### src/rtl/mult8_seq_ctrl.sv
// Sequential 8x8 unsigned shift-and-add multiplier built around one shared 8-bit ripple adder.
// Latency: done pulses 8 cycles after the accepted start edge; one product per 9 cycles back-to-back.
// Backpressure: none; start is only accepted in IDLE or DONE and is ignored (not queued) while busy.

// 8-bit ripple-carry adder shared by the multiplier iterations.
module adder8bit (
   input  logic [7:0] X,
   input  logic [7:0] Y,
   input  logic       C0,
   output logic [7:0] sum,
   output logic       C8
);

   logic [8:0] carry;

   // Ripple the carry bit by bit from C0 up to C8.
   always_comb begin
      carry    = 9'd0;
      sum      = 8'd0;
      carry[0] = C0;
      for (int i = 0; i < 8; i++) begin
         sum[i]     = X[i] ^ Y[i] ^ carry[i];
         carry[i+1] = (X[i] & Y[i]) | (X[i] & carry[i]) | (Y[i] & carry[i]);
      end
      C8 = carry[8];
   end

endmodule

module mult8_seq_ctrl (
   input  logic        clk,
   input  logic        rst_n,
   input  logic        start,
   input  logic [7:0]  A,
   input  logic [7:0]  B,
   output logic        busy,
   output logic        done,
   output logic [15:0] product
);

   typedef enum logic [1:0] {
      S_IDLE = 2'd0,
      S_RUN  = 2'd1,
      S_DONE = 2'd2
   } state_t;

   state_t      state, state_nxt;
   logic [7:0]  m;
   logic [7:0]  p_hi;
   logic [7:0]  q;
   logic [3:0]  cnt;
   logic [7:0]  add_y;
   logic [7:0]  add_sum;
   logic        add_c8;
   logic        accept;
   logic        last_iter;
   logic [15:0] shifted;

   // A new operation can only begin from IDLE or from the single DONE cycle.
   assign accept    = start && ((state == S_IDLE) || (state == S_DONE));
   assign last_iter = (state == S_RUN) && (cnt == 4'd7);

   // Add the multiplicand only when the current multiplier bit is set.
   assign add_y = q[0] ? m : 8'h00;

   adder8bit u_adder (
      .X   (p_hi),
      .Y   (add_y),
      .C0  (1'b0),
      .sum (add_sum),
      .C8  (add_c8)
   );

   // 17-bit right shift of {carry, sum, Q}: the carry lands in P_hi[7], Q[0] falls off.
   assign shifted = {add_c8, add_sum, q[7:1]};

   // State register.
   always_ff @(posedge clk or negedge rst_n) begin
      if (!rst_n) state <= S_IDLE;
      else        state <= state_nxt;
   end

   // Next-state logic: RUN lasts exactly eight iterations, DONE exactly one cycle.
   always_comb begin
      state_nxt = state;
      case (state)
         S_IDLE:  if (accept) state_nxt = S_RUN;
         S_RUN:   if (last_iter) state_nxt = S_DONE;
         S_DONE:  state_nxt = accept ? S_RUN : S_IDLE;
         default: state_nxt = S_IDLE;
      endcase
   end

   // Handshake outputs decoded from state, so busy and done are mutually exclusive.
   always_comb begin
      busy = 1'b0;
      done = 1'b0;
      case (state)
         S_RUN:   busy = 1'b1;
         S_DONE:  done = 1'b1;
         default: ;
      endcase
   end

   // Operand capture, shift-and-add iteration, and the product register (loaded only entering DONE).
   always_ff @(posedge clk or negedge rst_n) begin
      if (!rst_n) begin
         m       <= 8'h00;
         p_hi    <= 8'h00;
         q       <= 8'h00;
         cnt     <= 4'd0;
         product <= 16'h0000;
      end else if (accept) begin
         m    <= A;
         q    <= B;
         p_hi <= 8'h00;
         cnt  <= 4'd0;
      end else if (state == S_RUN) begin
         {p_hi, q} <= shifted;
         cnt       <= cnt + 4'd1;
         if (last_iter) product <= shifted;
      end
   end

endmodule

### config.mk
export PLATFORM = sky130hd
export DESIGN_NAME = mult8_seq_ctrl
export DESIGN_NICKNAME = d
export VERILOG_FILES = /design/src/rtl/mult8_seq_ctrl.sv
export SDC_FILE = /design/constraint.sdc
export NUM_CORES = 1
export LEC_CHECK = 0
export BUFFER_PORTS_ARGS = -buffer_cell sky130_fd_sc_hd__buf_2
export CORE_UTILIZATION = 55
export DETAILED_ROUTE_END_ITERATION = 7
export PLACE_DENSITY = 0.79
export SLEW_MARGIN = 25
export SYNTH_ARGS = -nofsm -noshare
export SYNTH_HDL_FRONTEND = slang
export SYNTH_HIERARCHICAL = 1
export SYNTH_SLANG_ARGS = --single-unit
export TNS_END_PERCENT = 1
### constraint.sdc
create_clock -name clk -period 4.55 [get_ports clk]
set_clock_uncertainty 0.15 [all_clocks]
set_input_delay 0.2275 -clock clk [delete_from_list [all_inputs] [get_ports clk]]
set_output_delay 0.2275 -clock clk [all_outputs]
set_load 0.01 [all_outputs]
==> results of run 1 <==
==> power breakdown <==
part | internal [mW] | total (mW) | leakage (nW) | switching (mW)
registers | 0.593 | 0.719 | 0.575 | 0.126
clock network | 0.106 | 0.234 | 0.0383 | 0.128
logic | 0.340 | 0.687 | 0.652 | 0.347
total | 1.04 | 1.64 | 1.26 | 0.601
==> cells in the mapped netlist (6+ instances only) <==
cell	n
mux2_4	9
dfrtp_1	46
a22oi_1	7
buf_2	6
nand2_1	34
and2_1	8
fa_1	8
nand3_1	8
inv_1	11
mux2_2	7
a22o_1	9
==> kinds of logic (layout without fill, tap and decap cells) <==
| family | Yosys count | count (layout) | synth area share [%] |
|---|---|---|---|
| AND/OR/NAND/NOR | 61 | 61 | 14.4 |
| buffers and inverters | 19 | 67 | 4.29 |
| AO/OA/AOI/OAI | 19 | 19 | 7.03 |
| XOR/XNOR | 1 | 1 | 0.417 |
| adder cells (fa/ha/maj) | 9 | 9 | 8.22 |
| flip-flops | 46 | 46 | 54.8 |
| other | 1 | 1 | 0.179 |
| multiplexers | 17 | 17 | 10.7 |
==> worst paths after layout <==
check                       from  slack, ps  depth (start not counted)     endpoint
setup / recovery            q[0]        400                         14  product[14]
hold / removal              B[1]          2                          3         q[1]
setup reg to reg            q[0]        400                         14  product[14]
hold reg to reg             m[2]        320                          2         m[2]
max in group asynchronous  rst_n       3550                          2         m[7]
min in group asynchronous  rst_n        310                          2  product[10]
==> critical path, cell delays in order, from the launching register on <==
cell and delay (ps):
dfrtp_1 450, and2_1 170, inv_1 80, fa_1 170
inv_1 50, fa_1 370, fa_1 380, fa_1 380
fa_1 380, fa_1 390, fa_1 390, inv_1 80
fa_1 410, inv_1 90, mux2_4 140
==> metal layers <==
| metal | wire length, um | vias up |
|---|---|---|
| met3 | 166 | 9 |
| met4 | 91 | 0 |
| met2 | 1830 | 50 |
| met5 | 0 | - |
| li1 | - | 666 |
| met1 | 1810 | 712 |
==> sequential cells by signal, summed over array words and instances (netlist names) <==
register,flops
cnt,4
m,8
p_hi,8
product,16
q,8
state,2
==> final cells by class <==
| cell class | instances | area [um^2] |
|---|---|---|
| Timing Repair Buffer | 49 | 313 |
| Fill cell | 279 | 1160 |
| Sequential cell | 46 | 1150 |
| Clock buffer | 7 | 76.3 |
| Inverter | 11 | 41.3 |
| Tap cell | 48 | 60.1 |
| Multi-Input combinational cell | 108 | 858 |
==> per-stage QoR <==
stage	hold slack [ps]	cell area, um^2
floorplan	-218	2100
global placement	268	2290
detailed placement	275	2290
CTS	3.99	2500
global route	8.44	2500
finish	1.64	2500
==> impl_metrics.json, run 1 <==
{
  "end_kind": "flop",
  "worst_setup_path_start_kind": "flop",
  "ys.flop_type": "dfrtp_1",
  "htreeDepth": 2,
  "utilization_pct": 68.3,
  "tns_ps": 0,
  "use_met1_pct": 29.7,
  "clk_latency_ps": 300,
  "syn_nets": 201,
  "use_met3_pct": 5.18,
  "slew_headroom_pct": 34.7,
  "holdBufCountCts": 13,
  "vias": 1437,
  "cts_made_buffers": 5,
  "viasPerCell": 5.34,
  "drc_errors": 1,
  "syn_to_final_growth_pct": 19.1,
  "cts_num_sinks": 46,
  "core-area_um2": 3660,
  "ys_seq_area_share_pct": 54.8,
  "p_total_mw": 1.64,
  "tightest_slew_ps": 977,
  "grt_pass1_wl_mm": 6.59,
  "syn_inst": 173,
  "wl_mm": 3.89,
  "required_ps": 4640,
  "cts_buffer_depth": 2,
  "cts_root_buf": "clkbuf_8",
  "top_usage_layer": "met2",
  "die_x_um": 63.8,
  "grt-ovfl-total": 0,
  "synth_seq_cells": 46,
  "fin_crit_sh_pct": 91.3,
  "worstSetupPathType": "flop to flop",
  "fin_ws_ps": 397,
  "dp_hpwl_mm": 2.57,
  "synth_top_cells_by_area": "dfrtp_1 55%, fa_1 7.6%, mux2_4 6.4%, nand2_1 6.1%, a22o_1 3.8%",
  "cts_setup_buffers": 0,
  "synth_edf_count": 0,
  "synth_top_area_share_pct": 54.8,
  "drt-wirelength-per-cell_um": 14.5,
  "dr.pass1.iters": 6,
  "syn_area_um2": 2100,
  "start_util_pct": 57.3,
  "post-route-min-period_ps": 4150,
  "synth_cell_types": 28,
  "arrival_ps": 4240,
  "stdcell_count": 269,
  "place_ws_ps": 421,
  "leakage_nw": 1.26,
  "fp.dieH_um": 63.8,
  "cts_resized": 0,
  "cts_tree": "built",
  "rows": 22,
  "grtUsageMet2_pct": 32.7,
  "layout_common_cells": "46 x dfrtp_1, 35 x buf_2, 34 x nand2_1, 13 x dlygate4sd3_1, 11 x inv_1",
  "cp_max_fo": 9,
  "gr-usage-all-layers_pct": 22.1,
  "synth_top_area_cell": "dfrtp_1",
  "grt_start_max_net_pins": 47,
  "clkTransAtPathRegs_ps": 80,
  "grt_pass1_vias": 1390,
  "nets": 249,
  "final_max_slew_viol_count": 0,
  "yosysWarnings": 6,
  "power.density_nw_per_um2": 656,
  "gp_congestion": 0.723,
  "drt.antenna.violating_nets": 0,
  "max-vdd-ir-drop_v": 0.000341,
  "syn_area_per_cell_um2": 12.1,
  "status": "finished with violations",
  "violations": "design-rule violations",
  "hp-class": "input port to flop",
  "placedCellCount": 249,
  "port_buffers": 36,
  "cap_viol_max_count": 0,
  "drive_above_1_share_pct": 27.1,
  "layout_commonest_cell": "dfrtp_1",
  "setup_viol": 0,
  "die_area_um2": 4070,
  "hold_viol_final": 0,
  "fmax_mhz": 241,
  "rsz0062_at_grt": "no",
  "async_flop_share_pct": 100,
  "initialDrtViolationCount": 102,
  "antenna_found_initial": 0,
  "antenna-diode-count": 0,
  "io_pins": 37
}
Note: power is estimated with default switching activity, not from simulation.
==> run 2, diff against run 1 <==
==> constraint.sdc (replaced) <==
create_clock -name clk -period 4.55 [get_ports clk]
set_clock_uncertainty 0.15 [all_clocks]
set_input_delay 0.91 -clock clk [delete_from_list [all_inputs] [get_ports clk]]
set_output_delay 0.91 -clock clk [all_outputs]
set_load 0.01 [all_outputs]
==> impl_metrics.json, run 2 (synthesis gave the netlist of run 1 again) <==
{
  "fmax_mhz": 241,
  "required_ps": 4640,
  "core-area_um2": 3660,
  "rows": 22,
  "leakage_nw": 1.21,
  "final_max_slew_viol_count": 0,
  "htreeDepth": 2,
  "worst-path-buf-inv": 4,
  "critPathTopFamily": "adder cells",
  "crit_top_cell": "fa_1",
  "dp_hpwl_mm": 2.57,
  "port_buffers": 36,
  "drt-wirelength-per-cell_um": 14.8,
  "io_pins": 37,
  "slew_headroom_pct": 35.4,
  "gp_congestion": 0.723,
  "cts_root_buf": "clkbuf_8",
  "regMostFlops": "product",
  "worst_setup_path_start_kind": "flop",
  "critPathMaxStageDelay_ps": 450,
  "cp_slowest_cell": "dfrtp_1",
  "tightest_slew_ps": 967,
  "use_met3_pct": 5.18,
  "antenna-diode-count": 0,
  "wl_mm": 3.79,
  "grt_pass1_wl_mm": 6.52,
  "initialDrtViolationCount": 83,
  "cap_viol_max_count": 0,
  "die_x_um": 63.8,
  "start_util_pct": 57.3,
  "cts_tree": "built",
  "seqCellArea_um2": 1150,
  "whs_ps": 325,
  "hold_viol_final": 0,
  "die_area_um2": 4070,
  "path_cells": "and2_1 -> inv_1 -> fa_1 -> inv_1 -> fa_1 -> fa_1 -> fa_1 -> fa_1 -> fa_1 -> fa_1 -> inv_1 -> fa_1 -> inv_1 -> mux2_4",
  "clk_latency_ps": 300,
  "holdBufCountCts": 0,
  "grt-ovfl-total": 0,
  "end_kind": "flop",
  "syn_to_final_growth_pct": 12.9,
  "fin_crit_sh_pct": 91.4,
  "viasPerCell": 5.38,
  "status": "finished clean",
  "grt_start_max_net_pins": 47,
  "fp.dieH_um": 63.8,
  "finalInstanceArea_um2": 2370,
  "p_total_mw": 1.63,
  "max-vdd-ir-drop_v": 0.000339,
  "fillers": 293,
  "clkTransAtPathRegs_ps": 80,
  "postPlaceCellArea_um2": 2290,
  "dr.pass1.iters": 4,
  "hp-class": "flop to flop",
  "worstSetupPathType": "flop to flop",
  "use_met1_pct": 29.1,
  "drive_above_1_share_pct": 28.8,
  "grt_pass1_vias": 1381,
  "nets": 236,
  "layout_common_cells": "46 x dfrtp_1, 35 x buf_2, 34 x nand2_1, 11 x inv_1",
  "drt.antenna.violating_nets": 0,
  "power.density_nw_per_um2": 687,
  "gr-usage-all-layers_pct": 21.9,
  "vias": 1378,
  "largest_reg_flops": 16,
  "multi_input_area_um2": 858,
  "cts_resized": 0,
  "top_usage_layer": "met2",
  "utilization_pct": 64.7,
  "setup_viol": 0,
  "cts_num_sinks": 46,
  "grtUsageMet2_pct": 32.8,
  "arrival_ps": 4240,
  "rsz0062_at_grt": "no",
  "layout_commonest_cell": "dfrtp_1",
  "drc_errors": 0,
  "cts_made_buffers": 5,
  "cts_setup_buffers": 0,
  "post-route-min-period_ps": 4160,
  "cts_buffer_depth": 2,
  "tns_ps": 0,
  "cp_max_fo": 9,
  "antenna_found_initial": 0
}
[run 2: path summary, 6_finish.rpt]
| check | start | to | slack (ps) | cells past startpoint |
|---|---|---|---|---|
| max in group asynchronous | rst_n | product[5] | 3420 | 1 |
| max reg2reg | q[0] | product[14] | 390 | 14 |
| min in group asynchronous | rst_n | product[9] | 450 | 1 |
| max | q[0] | product[14] | 390 | 14 |
| min reg2reg | m[2] | m[2] | 320 | 2 |
| min | m[2] | m[2] | 320 | 2 |
[run 2: worst reg2reg max path: stages, from the launching register on]
cell     delay (ps)
dfrtp_1         450
and2_1          170
inv_1            80
fa_1            170
inv_1            50
fa_1            370
fa_1            380
fa_1            380
fa_1            380
fa_1            390
fa_1            390
inv_1            90
fa_1            410
inv_1            90
mux2_4          140
[run 2: layout make-up]
type	instances	area share, %
Sequential cell	46	48.6
Multi-Input combinational cell	108	36.2
Timing Repair Buffer	36	7.71
Clock buffer	7	3.22
Tap cell	48	2.53
Inverter	11	1.74
[run 2: where the power goes]
part           switching, mW  internal [mW]  leakage [nW]
Combinational          0.344          0.332         0.597
Sequential             0.125          0.593         0.575
Clock                  0.127          0.106        0.0383
Total                  0.597           1.03          1.21
[run 2: through the flow]
step                      cells  worst slack [ps]
after floorplan             173               636
after global placement      249               552
after detailed placement    249               421
after CTS                   256               407
after global routing        256               264
final                       256               394
[run 2: layer usage]
layer / up-vias / part of all wire [%]
met3: 9 / 3.5
met1: 696 / 46
met2: 31 / 48
met4: 0 / 2.4
li1: 642 / -
met5: - / 0
==> run 3, diff against run 2 <==
--- a/config.mk
+++ b/config.mk
@@ -5,6 +5,7 @@
 export SDC_FILE = /design/constraint.sdc
 export NUM_CORES = 1
 export LEC_CHECK = 0
+export ABC_AREA = 0
 export BUFFER_PORTS_ARGS = -buffer_cell sky130_fd_sc_hd__buf_2
 export CORE_UTILIZATION = 55
 export DETAILED_ROUTE_END_ITERATION = 7
==> constraint.sdc (replaced) <==
create_clock -name clk -period 5 [get_ports clk]
set_clock_uncertainty 0.15 [all_clocks]
set_input_delay 1 -clock clk [delete_from_list [all_inputs] [get_ports clk]]
set_output_delay 1 -clock clk [all_outputs]
set_load 0.01 [all_outputs]
==> impl_metrics.json, run 3 (synthesis gave the netlist of run 1 again) <==
{
  "gr-usage-all-layers_pct": 21.5,
  "cts_tree": "built",
  "port_buffers": 36,
  "regMostFlops": "product",
  "layout_commonest_cell": "dfrtp_1",
  "worstSetupPathType": "flop to flop",
  "fillers": 290,
  "finalInstanceArea_um2": 2370,
  "tightest_slew_ps": 966,
  "viasPerCell": 5.28,
  "cts_resized": 0,
  "initialDrtViolationCount": 70,
  "reg2reg_slack_ps": 870,
  "wl_met3_um": 144,
  "grt_start_max_net_pins": 47,
  "hold_end": "m[7]",
  "clkTransAtPathRegs_ps": 80,
  "slew_headroom_pct": 35.4,
  "start_util_pct": 57.3,
  "drt-wirelength-per-cell_um": 14.5,
  "die_area_um2": 4070,
  "fmax_mhz": 242,
  "dr.pass1.iters": 4,
  "hp-class": "flop to flop",
  "p_switching_mw": 0.539,
  "worst_setup_path_start_kind": "flop",
  "fp.dieH_um": 63.8,
  "largest_reg_flops": 16,
  "wl_met2_mm": 1.75,
  "syn_to_final_growth_pct": 12.9,
  "cts_setup_buffers": 0,
  "fin_crit_sh_pct": 82.7,
  "rows": 22,
  "htreeDepth": 2,
  "required_ps": 5080,
  "drc_errors": 0,
  "post-route-min-period_ps": 4130,
  "switching_share_pct": 36.5,
  "arrival_ps": 4220,
  "cap_viol_max_count": 0,
  "power.density_nw_per_um2": 623,
  "highest_layer": "met4",
  "antenna-diode-count": 0,
  "grt-ovfl-total": 0,
  "leakage_nw": 1.21,
  "cp_max_fo": 9,
  "wl_mm": 3.72,
  "clockPowerShare_pct": 14.2,
  "seq_power_share_pct": 44.2,
  "pwr-share-comb_pct": 41.6,
  "clk_latency_ps": 290,
  "rsz0062_at_grt": "no",
  "grt_pass1_vias": 1411,
  "timing.rr.start": "q[0]",
  "die_x_um": 63.8,
  "antenna_found_initial": 0,
  "min_path_cells": 2,
  "final_max_slew_viol_count": 0,
  "timing.rr.end": "product[14]",
  "hold_viol_final": 0,
  "min_from": "m[7]",
  "cts_made_buffers": 5,
  "drt.antenna.violating_nets": 0,
  "status": "finished clean",
  "core-area_um2": 3660,
  "p_int_mw": 0.938,
  "dp_hpwl_mm": 2.57,
  "cts_root_buf": "clkbuf_8",
  "grt_pass1_wl_mm": 6.49,
  "setup_viol": 0,
  "gp_congestion": 0.723,
  "reg2reg_depth": 14,
  "holdBufCountCts": 0,
  "vias": 1351,
  "end_kind": "flop",
  "cts_buffer_depth": 2,
  "io_pins": 37,
  "tns_ps": 0,
  "layout_common_cells": "46 x dfrtp_1, 35 x buf_2, 34 x nand2_1, 11 x inv_1",
  "drt-met1-wl_mm": 1.75,
  "nets": 236,
  "drive_above_1_share_pct": 28.8,
  "postPlaceCellArea_um2": 2290,
  "max-vdd-ir-drop_v": 0.000332,
  "cts_num_sinks": 46
}
## run 3: cell counts in the layout (fill, tap and decap cells not counted)
No cell type changed its count.
## run 3: metal layers
| metal | vias up | GRT usage, % |
|---|---|---|
| met5 | - | 0 |
| met4 | 0 | 10.5 |
| met3 | 8 | 4.64 |
| met2 | 31 | 32.8 |
| met1 | 670 | 29.2 |
| li1 | 642 | - |
## run 3: final cells by class
class                   instances  area [um^2]  area share [%]
well taps                      48         60.1            2.53
multi-input cells             108          858            36.2
clock buffers                   7         76.3            3.22
repair buffers                 36          183            7.71
flip-flops and latches         46         1150            48.6
inverters                      11         41.3            1.74
## run 3: worst max path at each step
stage	startpoint	to	slack (ps)
3_5_place_dp	q[0]	product[14]	870
5_1_grt	q[0]	product[14]	720
2_1_floorplan	q[0]	product[14]	1090
4_1_cts	q[0]	product[14]	860
3_3_place_gp	q[0]	product[14]	1000
6_report	q[0]	product[14]	870
## run 3: stage by stage
| stage | cells | util, % | hold WS [ps] | worst slack (ps) | power [mW] |
|---|---|---|---|---|---|
| after floorplan | 173 | - | 288 | 1090 | 1.10 |
| after global placement | 249 | 62.6 | 303 | 1000 | 1.24 |
| after detailed placement | 249 | 62.6 | 305 | 873 | 1.28 |
| after CTS | 256 | 64.7 | 324 | 858 | 1.49 |
| after global routing | 256 | 64.7 | 341 | 715 | 1.60 |
| final | 256 | 64.7 | 323 | 867 | 1.48 |
## run 3: critical path, stage by stage, from the launching register on
cell	delay, ps
dfrtp_1	450
and2_1	160
inv_1	80
fa_1	170
inv_1	50
fa_1	370
fa_1	380
fa_1	380
fa_1	380
fa_1	390
fa_1	390
inv_1	80
fa_1	410
inv_1	90
mux2_4	140
## run 3: power by group through the flow
stage / Combinational [mW] / Sequential [mW] / Clock [mW]
CTS: 0.623 / 0.653 / 0.215
finish: 0.615 / 0.653 / 0.209
global route: 0.696 / 0.677 / 0.231
floorplan: 0.445 / 0.660 / 0
detailed placement: 0.623 / 0.657 / 0
global placement: 0.595 / 0.647 / 0
